$ cat config.mk
export PLATFORM = sky130hd
export DESIGN_NAME = apu_frame_sequencer
export DESIGN_NICKNAME = d
export VERILOG_FILES = /design/src/rtl/apu_frame_sequencer.sv
export SDC_FILE = /design/constraint.sdc
export NUM_CORES = 1
export LEC_CHECK = 0
export ABC_AREA = 1
export CAP_MARGIN = 25
export CORE_MARGIN = 3
export CORE_UTILIZATION = 50
export CTS_CLUSTER_DIAMETER = 40
export DETAILED_ROUTE_END_ITERATION = 8
export PLACE_DENSITY = 0.82
export SYNTH_ARGS = -nofsm -noshare
export SYNTH_HDL_FRONTEND = slang
export SYNTH_SLANG_ARGS = --single-unit
$ cat constraint.sdc
create_clock -name clk -period 1.4 [get_ports clk]
set_input_delay 0.28 -clock clk [delete_from_list [all_inputs] [get_ports clk]]
set_output_delay 0.28 -clock clk [all_outputs]
set_load 0.02 [all_outputs]
$ cat src/rtl/apu_frame_sequencer.sv
// APU frame counter ($4017): divides CPU cycles into quarter/half-frame strobes
// in 4-step or 5-step mode, raises the frame IRQ and handles the delayed reset.
module apu_frame_sequencer #(
  parameter int CNT_W    = 16,
  parameter int STEP1    = 7457,
  parameter int STEP2    = 14913,
  parameter int STEP3    = 22371,
  parameter int STEP4    = 29829,
  parameter int STEP5    = 37281,
  parameter int WR_DELAY = 3
) (
  input  logic       clk,
  input  logic       rst_l,
  input  logic       cyc_en,
  input  logic       wr_en,
  input  logic [7:0] wr_data,
  input  logic       status_rd,
  output logic       quarter_pulse,
  output logic       half_pulse,
  output logic       irq_flag,
  output logic       mode
);

  localparam int DLY_W = (WR_DELAY < 2) ? 1 : $clog2(WR_DELAY + 1);

  localparam logic [CNT_W-1:0] S1 = CNT_W'(STEP1);
  localparam logic [CNT_W-1:0] S2 = CNT_W'(STEP2);
  localparam logic [CNT_W-1:0] S3 = CNT_W'(STEP3);
  localparam logic [CNT_W-1:0] S4 = CNT_W'(STEP4);
  localparam logic [CNT_W-1:0] S5 = CNT_W'(STEP5);
  localparam logic [DLY_W-1:0] DLY_INIT = DLY_W'(WR_DELAY);
  localparam logic [DLY_W-1:0] DLY_ONE  = DLY_W'(1);

  logic [CNT_W-1:0] cnt_q, cnt_d;
  logic [DLY_W-1:0] dly_q, dly_d;
  logic             mode_q, mode_d;
  logic             inh_q, inh_d;
  logic             irq_q, irq_d;
  logic             qp_q, qp_d;
  logic             hp_q, hp_d;
  logic             pend_q, pend_d;
  logic             irq_set;

  always_comb begin
    cnt_d   = cnt_q;
    dly_d   = dly_q;
    mode_d  = mode_q;
    inh_d   = inh_q;
    irq_d   = irq_q;
    pend_d  = pend_q;
    qp_d    = 1'b0;
    hp_d    = 1'b0;
    irq_set = 1'b0;

    if (cyc_en) begin
      // A delay expiry replaces the step compare entirely; a write on the same clk defers it.
      if (pend_q && (dly_q == DLY_ONE) && !wr_en) begin
        cnt_d  = '0;
        dly_d  = '0;
        pend_d = 1'b0;
        qp_d   = mode_q;
        hp_d   = mode_q;
      end else begin
        cnt_d = cnt_q + 1'b1;
        if (cnt_q == S1 || cnt_q == S3) begin
          qp_d = 1'b1;
        end else if (cnt_q == S2) begin
          qp_d = 1'b1;
          hp_d = 1'b1;
        end else if (!mode_q && cnt_q == S4) begin
          qp_d    = 1'b1;
          hp_d    = 1'b1;
          cnt_d   = '0;
          irq_set = !inh_q;
        end else if (mode_q && cnt_q == S5) begin
          qp_d  = 1'b1;
          hp_d  = 1'b1;
          cnt_d = '0;
        end
        if (pend_q) dly_d = dly_q - 1'b1;
      end
    end

    if (status_rd) irq_d = 1'b0;
    if (irq_set)   irq_d = 1'b1;

    if (wr_en) begin
      mode_d = wr_data[7];
      inh_d  = wr_data[6];
      dly_d  = DLY_INIT;
      pend_d = 1'b1;
      if (wr_data[6]) irq_d = 1'b0;
    end
  end

  always_ff @(posedge clk) begin
    if (!rst_l) begin
      cnt_q  <= '0;
      dly_q  <= '0;
      mode_q <= 1'b0;
      inh_q  <= 1'b0;
      irq_q  <= 1'b0;
      qp_q   <= 1'b0;
      hp_q   <= 1'b0;
      pend_q <= 1'b0;
    end else begin
      cnt_q  <= cnt_d;
      dly_q  <= dly_d;
      mode_q <= mode_d;
      inh_q  <= inh_d;
      irq_q  <= irq_d;
      qp_q   <= qp_d;
      hp_q   <= hp_d;
      pend_q <= pend_d;
    end
  end

  assign quarter_pulse = qp_q;
  assign half_pulse    = hp_q;
  assign irq_flag      = irq_q;
  assign mode          = mode_q;

endmodule
==> key figures <==
Final layout
  – Antenna cell count: 0
  – Area growth, synth to finish: 40.9%
  – Fraction of layout cells with a size suffix above 1: 0.305
  – Register area: between 500 and 600 um2
  – Filler Cell Count: slightly below 200
  – Footprint of the multi-input gates: ~1000 um2
  – Final net count: roughly 300
  – Final std cells w/o fill: approximately 320

Floorplanning
  – Cell Rows: 19
  – Die area: between 3000 and 4000 um2
  – Die Ht: 61.4 um
  – Initial core utilization: 0.542
  – Core Region: 2830 um2
  – # IOs: 17
  – Die width: approximately 61 um

Logic synthesis
  – Synth top area share: 0.313
  – Synth unique cells: 28
  – EDFF count, synth: 0
  – Sequential area share after synthesis: 0.313
  – Ys flop type: dfxtp_1
  – Cells after Synth: 249
  – Post-Syn Area: 1530 um2
  – Dominant cell type by area after synthesis: dfxtp_1
  – Yosys reg bits: 24
  – Syn_area_per_cell: just over 6 um2
  – Synth top area cells: dfxtp_1, nand2_1, nor2_1, nand3_1, a21oi_1
  – Synth Net Count: approximately 270
  – Synth warnings: 0
  – Ys async rst share: 0

Timing
  – Max-slew violations: 0
  – Endpoints failing setup: 1
  – Worst-margin pin slew: ~260 ps
  – Setup WS post-layout: -25.4 ps
  – Final Hold Viols: 0
  – Maximum achievable frequency: 702 MHz
  – Crit share post-route: 1.02
  – Setup TNS: -25.4 ps
  – Unrepaired setup endpoints after global routing: true
  – Rel. slew slack: 0.830
  – Skew final: between 10 and 15 ps
  – Period minus WS final: 1430 ps

Global routing
  – GRT Overall Usage: 0.242
  – First-pass GRT wire length: roughly 6800 um
  – Pin count of the biggest net entering global routing: 14
  – Global route overflow: 0
  – Number of global-route vias before repair: about 1.5k
  – Initial antenna violation count: 0

Detailed routing
  – Vias per std cell: 5.66
  – DRT Wirelength: roughly 4600 um
  – DR iter-0 viols: roughly 130
  – Wirelength per Cell: 14.4 um
  – First-pass detailed-route iteration total: 5
  – Post-DRT Antenna Nets: 0
  – Via count: between 1.5k and 2k
  – DRC: 0

Place
  – Pre-CTS setup slack: -187 ps
  – GPL Wtd Cong: 0.924
  – Post-DP HPWL: 3190 um
  – Dpl cells: 311
  – Port Buffers: 10

Setup path
  – WS Path Type: reg -> reg
  – Critical Path RT: ~1700 ps
  – Crit-path slowest cell: dfxtp_2
  – Critical path cell sequence: inv_2 -> ha_4 -> nand2_4 -> nor2_4 -> nor2_4 -> clkbuf_16 -> nand3_2 -> nor2_1 -> nor2_1 -> nor2_1
  – Largest stage delay, worst path: 360 ps
  – Delay-heaviest family, CP: simple AND/OR/NAND/NOR gates
  – Top cell by count, worst path: nor2_1
  – Buffer and inverter count on the worst path: 2
  – Worst setup EP type: register
  – Worst Path Arrival: 1700 ps
  – Worst Setup Start Kind: register
  – Crit-path max FO: 6

Power and ir drop
  – Share of total power in combinational logic: 0.156
  – P_sw: approximately 350 uW
  – VDD IR max: 0.734 mV
  – Total leakage power: 0.893 nW
  – Pint: roughly 950 uW
  – Power density over the cells: 601 nW/um2
  – Sequential Power Share: 0.547
  – Sw Ratio: 0.266
  – Clk pwr share: 0.297

Clock tree
  – Sink Count: 24
  – CTS buffer count: 3
  – Hold buffers post-CTS: 0
  – Htree depth: 1
  – Clock Path Buffers: 2
  – Clock transition at the registers of the reported paths: ~130 ps
  – Clk_lat worst skew: about 330 ps
  – Clock tree from TritonCTS: done
  – Clock root cell: clkbuf_4

Run status
  – Failing checks: setup timing
  – Status: finished, violations left

Worst hold path
  – Worst min path class: reg -> reg

Job
  – Max-cap violations: 0
==> worst min-delay path: stages (launching register included) <==
cell and delay (ps):
dfxtp_1 340, nand2_1 60, a21oi_1 50
==> cells in the final DEF (no fill, tap or decap), drive strengths merged <==
cell and count:
clkbuf 5, inv 31, nand3b 1, nand4 8
xor2 2, dlygate4sd2 4, nand2 60, o211ai 1
buf 34, a31oi 1, ha 3, a21oi 23
nor2 47, clkinv 1, clkdlybuf4s50 6, o21ai 8
nor3 5, dfxtp 24, a211oi 1, nand3 27
==> per-stage QoR <==
step | area, um2 | util | power, mW | hold WS, ps
final | 2160 | 0.764 | 1.30 | 481
after global placement | 1860 | 0.657 | 0.878 | 450
after global routing | 2160 | 0.764 | 1.36 | 517
after detailed placement | 1860 | 0.657 | 0.882 | 461
after floorplan | 1530 | - | 0.803 | 403
after CTS | 1950 | 0.689 | 1.27 | 482
==> per-layer routing <==
layer,wire [um],global-route usage
met1,1890,0.318
met2,2260,0.397
met3,332,0.0482
met4,158,0.0818
met5,0,0
==> power by group through the flow <==
stage | clock network, mW | logic [mW] | registers [mW]
2_1_floorplan | 0 | 0.0752 | 0.728
3_3_place_gp | 0 | 0.152 | 0.726
3_5_place_dp | 0 | 0.154 | 0.727
4_1_cts | 0.395 | 0.162 | 0.716
5_1_grt | 0.423 | 0.222 | 0.712
6_report | 0.386 | 0.202 | 0.710
==> cells by family after synthesis <==
family                   synth area share
XOR/XNOR                           0.0114
buffers and inverters               0.108
AO/OA/AOI/OAI                       0.115
adder cells (fa/ha/maj)            0.0245
AND/OR/NAND/NOR                     0.428
flip-flops                          0.313
==> timing repair <==
item	CTS	global route
endpoints found under the hold margin	0	0
pin swaps	4	18
gates resized for setup	22	43
gates cloned	0	1
buffers inserted	0	7
endpoints found under the setup margin	21	18
==> registers in the layout, summed over array words and instances, names as in the netlist <==
signal and cells:
mode 1, irq_flag 1, quarter_pulse 1, inh_q 1, dly_q 2, half_pulse 1
cnt_q 16, pend_q 1
==> layout make-up <==
cell class                      instances  share of cell area
Multi-Input combinational cell        187               0.483
Sequential cell                        24               0.236
Timing Repair Buffer                   45               0.187
Inverter                               32              0.0591
Tap cell                               31              0.0180
Clock buffer                            4              0.0168
==> worst paths after layout <==
check             startpoint   endpoint  slack (ps)  cells after the start
setup / recovery    dly_q[1]  cnt_q[15]         -30                     10
setup reg to reg    dly_q[1]  cnt_q[15]         -30                     10
hold / removal         inh_q      inh_q         480                      2
hold reg to reg        inh_q      inh_q         480                      2
==> synthesized netlist by cell type, types with 2 or more instances <==
master    instances
nand2_2           2
xor2_1            2
nor2_1           41
nand4_1           8
o21ai_0           7
a21oi_1          23
dfxtp_1          24
buf_6             2
nand2_1          57
nor3_1            5
nor2_2            5
ha_1              3
inv_1            29
clkbuf_1          2
nand3_1          26
(Power assumes the default switching activity.)
